<file path="src/rtl/micro86_mem_pkg.sv">
// Shared definitions for the micro86 on-chip memory bus: RAM geometry, arbiter
// state encoding and requester port ids.
package micro86_mem_pkg;

  localparam int unsigned RAM_ADDR_WIDTH = 12;
  localparam int unsigned RAM_DATA_WIDTH = 8;

  typedef enum logic [1:0] {
    IDLE    = 2'd0,
    ISSUE   = 2'd1,
    CAPTURE = 2'd2,
    ACK     = 2'd3
  } arb_state_e;

  localparam logic PORT_CPU    = 1'b0;
  localparam logic PORT_LOADER = 1'b1;

endpackage

</file>
<file path="src/rtl/ram_arbiter.sv">
// Two-port req/ack arbiter in front of the single-port block RAM. One access per
// four cycles: sample, issue, capture registered read data, acknowledge.
module ram_arbiter
  import micro86_mem_pkg::*;
#(
  parameter int unsigned ADDR_WIDTH     = RAM_ADDR_WIDTH,
  parameter int unsigned DATA_WIDTH     = RAM_DATA_WIDTH,
  parameter int unsigned FIXED_PRIORITY = 0
) (
  input  logic                  clk,
  input  logic                  reset_n,
  input  logic                  req0,
  input  logic                  we0,
  input  logic [ADDR_WIDTH-1:0] addr0,
  input  logic [DATA_WIDTH-1:0] wdata0,
  output logic                  ack0,
  output logic [DATA_WIDTH-1:0] rdata0,
  input  logic                  req1,
  input  logic                  we1,
  input  logic [ADDR_WIDTH-1:0] addr1,
  input  logic [DATA_WIDTH-1:0] wdata1,
  output logic                  ack1,
  output logic [DATA_WIDTH-1:0] rdata1,
  output logic [ADDR_WIDTH-1:0] ram_address,
  output logic [DATA_WIDTH-1:0] ram_data_in,
  output logic                  ram_write_enable,
  input  logic [DATA_WIDTH-1:0] ram_data_out
);

  arb_state_e            state_q, state_d;
  logic                  grant_q, grant_d;
  logic                  last_grant_q, last_grant_d;
  logic                  is_write_q, is_write_d;
  logic [ADDR_WIDTH-1:0] addr_q, addr_d;
  logic [DATA_WIDTH-1:0] din_q, din_d;
  logic                  we_q, we_d;
  logic                  ack0_q, ack0_d, ack1_q, ack1_d;
  logic [DATA_WIDTH-1:0] rdata0_q, rdata0_d, rdata1_q, rdata1_d;
  logic                  pick_loader;

  always_comb begin
    state_d      = state_q;
    grant_d      = grant_q;
    last_grant_d = last_grant_q;
    is_write_d   = is_write_q;
    addr_d       = addr_q;
    din_d        = din_q;
    we_d         = we_q;
    ack0_d       = 1'b0;
    ack1_d       = 1'b0;
    rdata0_d     = rdata0_q;
    rdata1_d     = rdata1_q;
    pick_loader  = 1'b0;

    unique case (state_q)
      IDLE: begin
        if (req0 || req1) begin
          // Ties go to port 0 under fixed priority, else to whoever did not win last.
          if (req0 && req1) begin
            pick_loader = (FIXED_PRIORITY == 0) && (last_grant_q == PORT_CPU);
          end else begin
            pick_loader = req1;
          end
          grant_d    = pick_loader ? PORT_LOADER : PORT_CPU;
          addr_d     = pick_loader ? addr1 : addr0;
          din_d      = pick_loader ? wdata1 : wdata0;
          we_d       = pick_loader ? we1 : we0;
          is_write_d = pick_loader ? we1 : we0;
          state_d    = ISSUE;
        end
      end
      ISSUE: begin
        we_d    = 1'b0;
        state_d = CAPTURE;
      end
      CAPTURE: begin
        if (!is_write_q) begin
          if (grant_q == PORT_LOADER) begin
            rdata1_d = ram_data_out;
          end else begin
            rdata0_d = ram_data_out;
          end
        end
        ack0_d       = (grant_q == PORT_CPU);
        ack1_d       = (grant_q == PORT_LOADER);
        last_grant_d = grant_q;
        state_d      = ACK;
      end
      ACK: begin
        state_d = IDLE;
      end
      default: begin
        state_d = IDLE;
      end
    endcase
  end

  always_ff @(posedge clk or negedge reset_n) begin
    if (!reset_n) begin
      state_q      <= IDLE;
      grant_q      <= PORT_CPU;
      last_grant_q <= PORT_LOADER;
      is_write_q   <= 1'b0;
      addr_q       <= '0;
      din_q        <= '0;
      we_q         <= 1'b0;
      ack0_q       <= 1'b0;
      ack1_q       <= 1'b0;
      rdata0_q     <= '0;
      rdata1_q     <= '0;
    end else begin
      state_q      <= state_d;
      grant_q      <= grant_d;
      last_grant_q <= last_grant_d;
      is_write_q   <= is_write_d;
      addr_q       <= addr_d;
      din_q        <= din_d;
      we_q         <= we_d;
      ack0_q       <= ack0_d;
      ack1_q       <= ack1_d;
      rdata0_q     <= rdata0_d;
      rdata1_q     <= rdata1_d;
    end
  end

  assign ack0             = ack0_q;
  assign ack1             = ack1_q;
  assign rdata0           = rdata0_q;
  assign rdata1           = rdata1_q;
  assign ram_address      = addr_q;
  assign ram_data_in      = din_q;
  assign ram_write_enable = we_q;

endmodule

</file>
<file path="config.mk">
export PLATFORM = sky130hd
export DESIGN_NAME = ram_arbiter
export DESIGN_NICKNAME = d
export VERILOG_FILES = /design/src/rtl/micro86_mem_pkg.sv /design/src/rtl/ram_arbiter.sv
export SDC_FILE = /design/constraint.sdc
export NUM_CORES = 1
export LEC_CHECK = 0
export ABC_AREA = 1
export BUFFER_PORTS_ARGS = -buffer_cell sky130_fd_sc_hd__buf_2
export CAP_MARGIN = 20
export CELL_PAD_IN_SITES_DETAIL_PLACEMENT = 0
export CELL_PAD_IN_SITES_GLOBAL_PLACEMENT = 1
export CORE_MARGIN = 4
export CORE_UTILIZATION = 36
export CTS_BUF_LIST = sky130_fd_sc_hd__clkbuf_4 sky130_fd_sc_hd__clkbuf_8
export CTS_CLUSTER_SIZE = 12
export DETAILED_ROUTE_END_ITERATION = 8
export PLACE_DENSITY = 0.92
export SLEW_MARGIN = 10
export SYNTH_ARGS = -nofsm -noshare
export SYNTH_HDL_FRONTEND = slang
export SYNTH_SLANG_ARGS = --single-unit
</file>
<file path="constraint.sdc">
create_clock -name clk -period 2.75 [get_ports clk]
set_input_delay 0.55 -clock clk [delete_from_list [all_inputs] [get_ports clk]]
set_output_delay 0.55 -clock clk [all_outputs]
set_load 0.01 [all_outputs]
</file>
=== Word level (Yosys, flattened, before mapping) ===
Index checks and enable logic that the tools add are counted.

* Bits in registers: 44
* Logic and storage cells: 39

* Multiplexer cells: 13
* Reduce and logical (&&, ||, !) cells: 8
* Bitwise logic cells: 3
* Equal/unequal tests: 4

{| class="wikitable"
|+ Operators with widths
! cell !! number
|-
| $mux W12 || 1
|-
| $mux W1 || 8
|-
| $mux W8 || 1
|-
| $pmux W2 S4 || 1
|-
| $reduce_and A3 Y1 || 2
|-
| $eq A2 B2 Y1 const B || 2
|-
| $reduce_and A2 Y1 || 2
|-
| $not A1 Y1 || 3
|-
| $eq A2 B1 Y1 const B || 1
|-
| $logic_not A2 Y1 || 1
|-
| $mux W2 || 1
|-
| $ne A2 B2 Y1 const B || 1
|-
| $pmux W1 S2 || 1
|-
| $reduce_bool A2 Y1 || 1
|-
| $logic_and A1 B1 Y1 || 1
|-
| $logic_or A1 B1 Y1 || 1
|}

=== Depth between registers and ports, before layout ===
* Word-level depth: 7
* Mapped depth: 8

=== Least setup slack after synthesis ===
Ideal clock, no wire load.

* Path type: reg2reg
* Start point: register state_q[0]
* End point: register rdata0_q[0], in the netlist rdata0[0]
* Buffers on the path: 1
* Clock period less this slack: 1.287 ns
* Cell stages (with the launch flop): 9
* Arrival time: 1.161 ns
* Setup slack: 1.463 ns
* Required time: 2.624 ns
* Path through: dfrtp_1 inv_1 ha_1 inv_1 nor2_2 nand2_2 buf_2 nand2_1 o21ai_0

* Longest elaborated chain between the ends: 2

{| class="wikitable"
|+ Ends and longest elaborated chain
! what !! line !! RTL
|-
| start, declared || ram_arbiter.sv:30 || <nowiki>arb_state_e state_q, state_d;</nowiki>
|-
| start signal, assigned || ram_arbiter.sv:112 || <nowiki>state_q <= state_d;</nowiki>
|-
| $eq A2 B2 Y1 || ram_arbiter.sv:55 || <nowiki>unique case (state_q)</nowiki>
|-
| $reduce_and A3 Y1 (no line) || -- ||
|-
| end signal, assigned || ram_arbiter.sv:121 || <nowiki>rdata0_q <= rdata0_d;</nowiki>
|-
| end, declared || ram_arbiter.sv:38 || <nowiki>logic [DATA_WIDTH-1:0] rdata0_q, rdata0_d, rdata1_q, rdata1_d;</nowiki>
|}

Every way passes these cells.
A chain may end at the register's enable or synchronous reset.

=== Worst setup path in the final report ===
* Start point: register last_grant_q
* End point: register is_write_q

* Longest elaborated chain between the ends: 5

{| class="wikitable"
|+ Ends and longest elaborated chain
! what !! line !! RTL
|-
| start, declared || ram_arbiter.sv:32 || <nowiki>logic last_grant_q, last_grant_d;</nowiki>
|-
| start signal, assigned || ram_arbiter.sv:114 || <nowiki>last_grant_q <= last_grant_d;</nowiki>
|-
| $not A1 Y1 || ram_arbiter.sv:60 || <nowiki>pick_loader = (FIXED_PRIORITY == 0) && (last_grant_q == PORT_CPU);</nowiki>
|-
| $mux W1 || ram_arbiter.sv:59 || <nowiki>if (req0 && req1) begin</nowiki>
|-
| $mux W1 || ram_arbiter.sv:57 || <nowiki>if (req0 || req1) begin</nowiki>
|-
| $mux W1 || ram_arbiter.sv:55 ||
|-
| $mux W1 || ram_arbiter.sv:68 || <nowiki>is_write_d = pick_loader ? we1 : we0;</nowiki>
|-
| end signal, assigned || ram_arbiter.sv:115 || <nowiki>is_write_q <= is_write_d;</nowiki>
|-
| end, declared || ram_arbiter.sv:33 || <nowiki>logic is_write_q, is_write_d;</nowiki>
|}

Every way passes these cells. The select of a mux whose other input is x is not followed.

==> flow_summary.toml <==
[yosys]
postSynthAreaPerCell_sq_um = 7.913
synth_xor_area_share_pct = 0
synth_nets = 314
muxShareOfSynthArea_pct = 0
synth_cell_types = 15
synth_area_sq_mm = 0.002026
yosys.area_share.simple_pct = 30.64
synth_top_family_by_area = "simple AND/OR/NAND/NOR gates"
yosys.area.top_type = "dfrtp_1"
synth_compound_area_share_pct = 5.621
seq_area_frac_synth_pct = 54.42
ys_ff_latch = 44
synth_fa_ha_area_share_pct = 2.471
netlist_instances = 256
ys_warn_count = 0
synth_top_area_share_pct = 53.12
synth_area_leaders = "dfrtp_1, nand2_1, nand3_1, o21ai_0, inv_1"

[power_and_ir_drop]
power_density_mw_per_mm2 = 1017
vdd_drop_max_mv = 0.4781
leakage_nw = 1.590
finalPower_w = 0.002688

[cells_and_area]
diodes = 0
post-route-util_pct = 48.29
syn2layout_area_growth_pct = 30.45
mostFrequentLayoutCell = "nand2_1"
nets = 404
final_cell_mix = "nand2_1, buf_2, dfrtp_1"
drive_gt1_share_pct = 31.12
n_fill_cell = 584

[detailed_routing]
postRouteAntennaNets = 0
drc_errors = 0
highest_layer = "met4"
finalWirelength_um = 5005
viasPerCell = 4.456
wl_met1_um = 2209
wl_per_cell_um = 11.95
drt_iter0_markers = 98
wl_met3_um = 364
drt_pass1_iterations = 4
wl_met2_um = 2379
via_count = 1867

[global_route]
grt_overflow = 0
grt_use_total_pct = 14.97
grt_pass1_vias = 1781
grt_pass1_wl_um = 8500
grt_antenna_before_repair = 0
grt_start_max_net_pins = 45

[timing]
final_max_slew_viol_count = 0
final-setup-viol-count = 0
finalClockSkew_ns = 0.007134
tns_ns = 0
min_period_ns = 1.741
whs_ns = 0.2027
tightest_slew_ns = 0.7065
slew_headroom_pct = 52.79
rsz0062_at_grt = "no"
fin_crit_sh_pct = 63.31
hold_viol = 0
fmax_mhz = 574.4
fin_ws_ns = 1.009

[die]
die_x_um = 83.01
rows = 27
die-area_sq_mm = 0.006891
ios = 93
start_util_pct = 37.01
core_area_sq_mm = 0.005473
die_h_um = 83.01

[clock_network]
cts_sinks = 44
cts_hold_buf = 0
cts_tree = "done"
htree_levels = 2
cts.repair.resized = 0
clk_path_buf_depth = 2
cts_setup_buffers = 0
path_clk_slew_ns = 0.09
worstSkewPairLatency_ns = 0.30
cts_root_buf = "clkbuf_8"
cts_buffers = 5

[critical_path]
path_max_fanout = 22
arrival_ns = 1.96
required_ns = 2.97
start_kind = "flip-flop"
reg2reg_depth = 7
crit_type = "flip-flop to flip-flop"
end_kind = "flip-flop"

[place]
io_buffers = 92
gp_congestion = 0.8132
place_hpwl_um = 3659
place_ws_ns = 0.7859

[job]
cap_violations = 0

[min_path]
hp-class = "input pin to async pin"

[outcome]
status = "completed"
==> metal layers <==
| metal | track usage [%] | vias up |
|---|---|---|
| li1 | - | 970 |
| met5 | 0 | - |
| met3 | 5.258 | 6 |
| met2 | 23.91 | 59 |
| met1 | 19.13 | 832 |
| met4 | 4.458 | 0 |
==> sequential cells by signal, indices dropped and copies added, names as in the netlist <==
signal,cells
state_q,2
rdata1,8
ram_data_in,8
ack0,1
ram_address,12
ram_write_enable,1
rdata0,8
is_write_q,1
last_grant_q,1
ack1,1
grant_q,1
==> stage by stage <==
step / instance area [sq um] / std cells
global route: 2643 / 419
global placement: 2520 / 410
finish: 2643 / 419
CTS: 2615 / 418
floorplan: 2026 / 256
detailed placement: 2520 / 410
==> worst max-delay path, stage by stage (launching register included) <==
cell and delay, ns:
dfstp_2 0.54, nand2_1 0.05, buf_4 0.20, nand2_1 0.55, nand2_1 0.10, nand2_1 0.10, nand2_1 0.05, o21ai_0 0.07
==> area by class of cell <==
| class | count | area [sq um] | share of cell area, % |
|---|---|---|---|
| sequential | 44 | 1102 | 41.71 |
| clock buffer | 5 | 68.82 | 2.604 |
| clock inverter | 3 | 26.28 | 0.9943 |
| tap | 72 | 90.09 | 3.409 |
| multi-input combinational | 182 | 784.5 | 29.69 |
| inverter | 18 | 67.56 | 2.557 |
| timing repair buffer | 95 | 503.0 | 19.03 |
==> cells in the mapped netlist <==
library cell and count:
buf_4 2, buf_6 1, dfrtp_1 43, inv_2 1, nand2_2 1, o21ai_2 1, dfstp_2 1, o21ai_0 15
nand2_1 130, o21ai_1 6, buf_2 9, ha_1 4, nor2_2 1, nand3_1 24, inv_1 17
==> final timing paths <==
path	slack, ns	endpoint	start
setup / recovery	1.01	is_write_q$_DFFE_PN0P_	last_grant_q$_DFFE_PN1P_
hold / removal	0.20	rdata1[4]$_DFFE_PN0P_	reset_n
setup reg to reg	1.01	is_write_q$_DFFE_PN0P_	last_grant_q$_DFFE_PN1P_
hold reg to reg	0.47	last_grant_q$_DFFE_PN1P_	last_grant_q$_DFFE_PN1P_
max in group asynchronous	1.98	last_grant_q$_DFFE_PN1P_	reset_n
min in group clk	0.47	last_grant_q$_DFFE_PN1P_	last_grant_q$_DFFE_PN1P_
==> cell families after synthesis <==
kind of cell             Yosys count
AO/OA/AOI/OAI                     22
flip-flops                        44
adder cells (fa/ha/maj)            4
AND/OR/NAND/NOR                  156
buffers and inverters             30
==> power breakdown <==
part	leakage (nW)	internal [W]	switching [W]
Sequential	0.545	0.000962	0.000154
Clock	0.0491	0.000187	0.000239
Combinational	0.996	0.000447	0.000699
Total	1.59	0.00160	0.00109
Note: power is estimated with default switching activity, not from simulation.
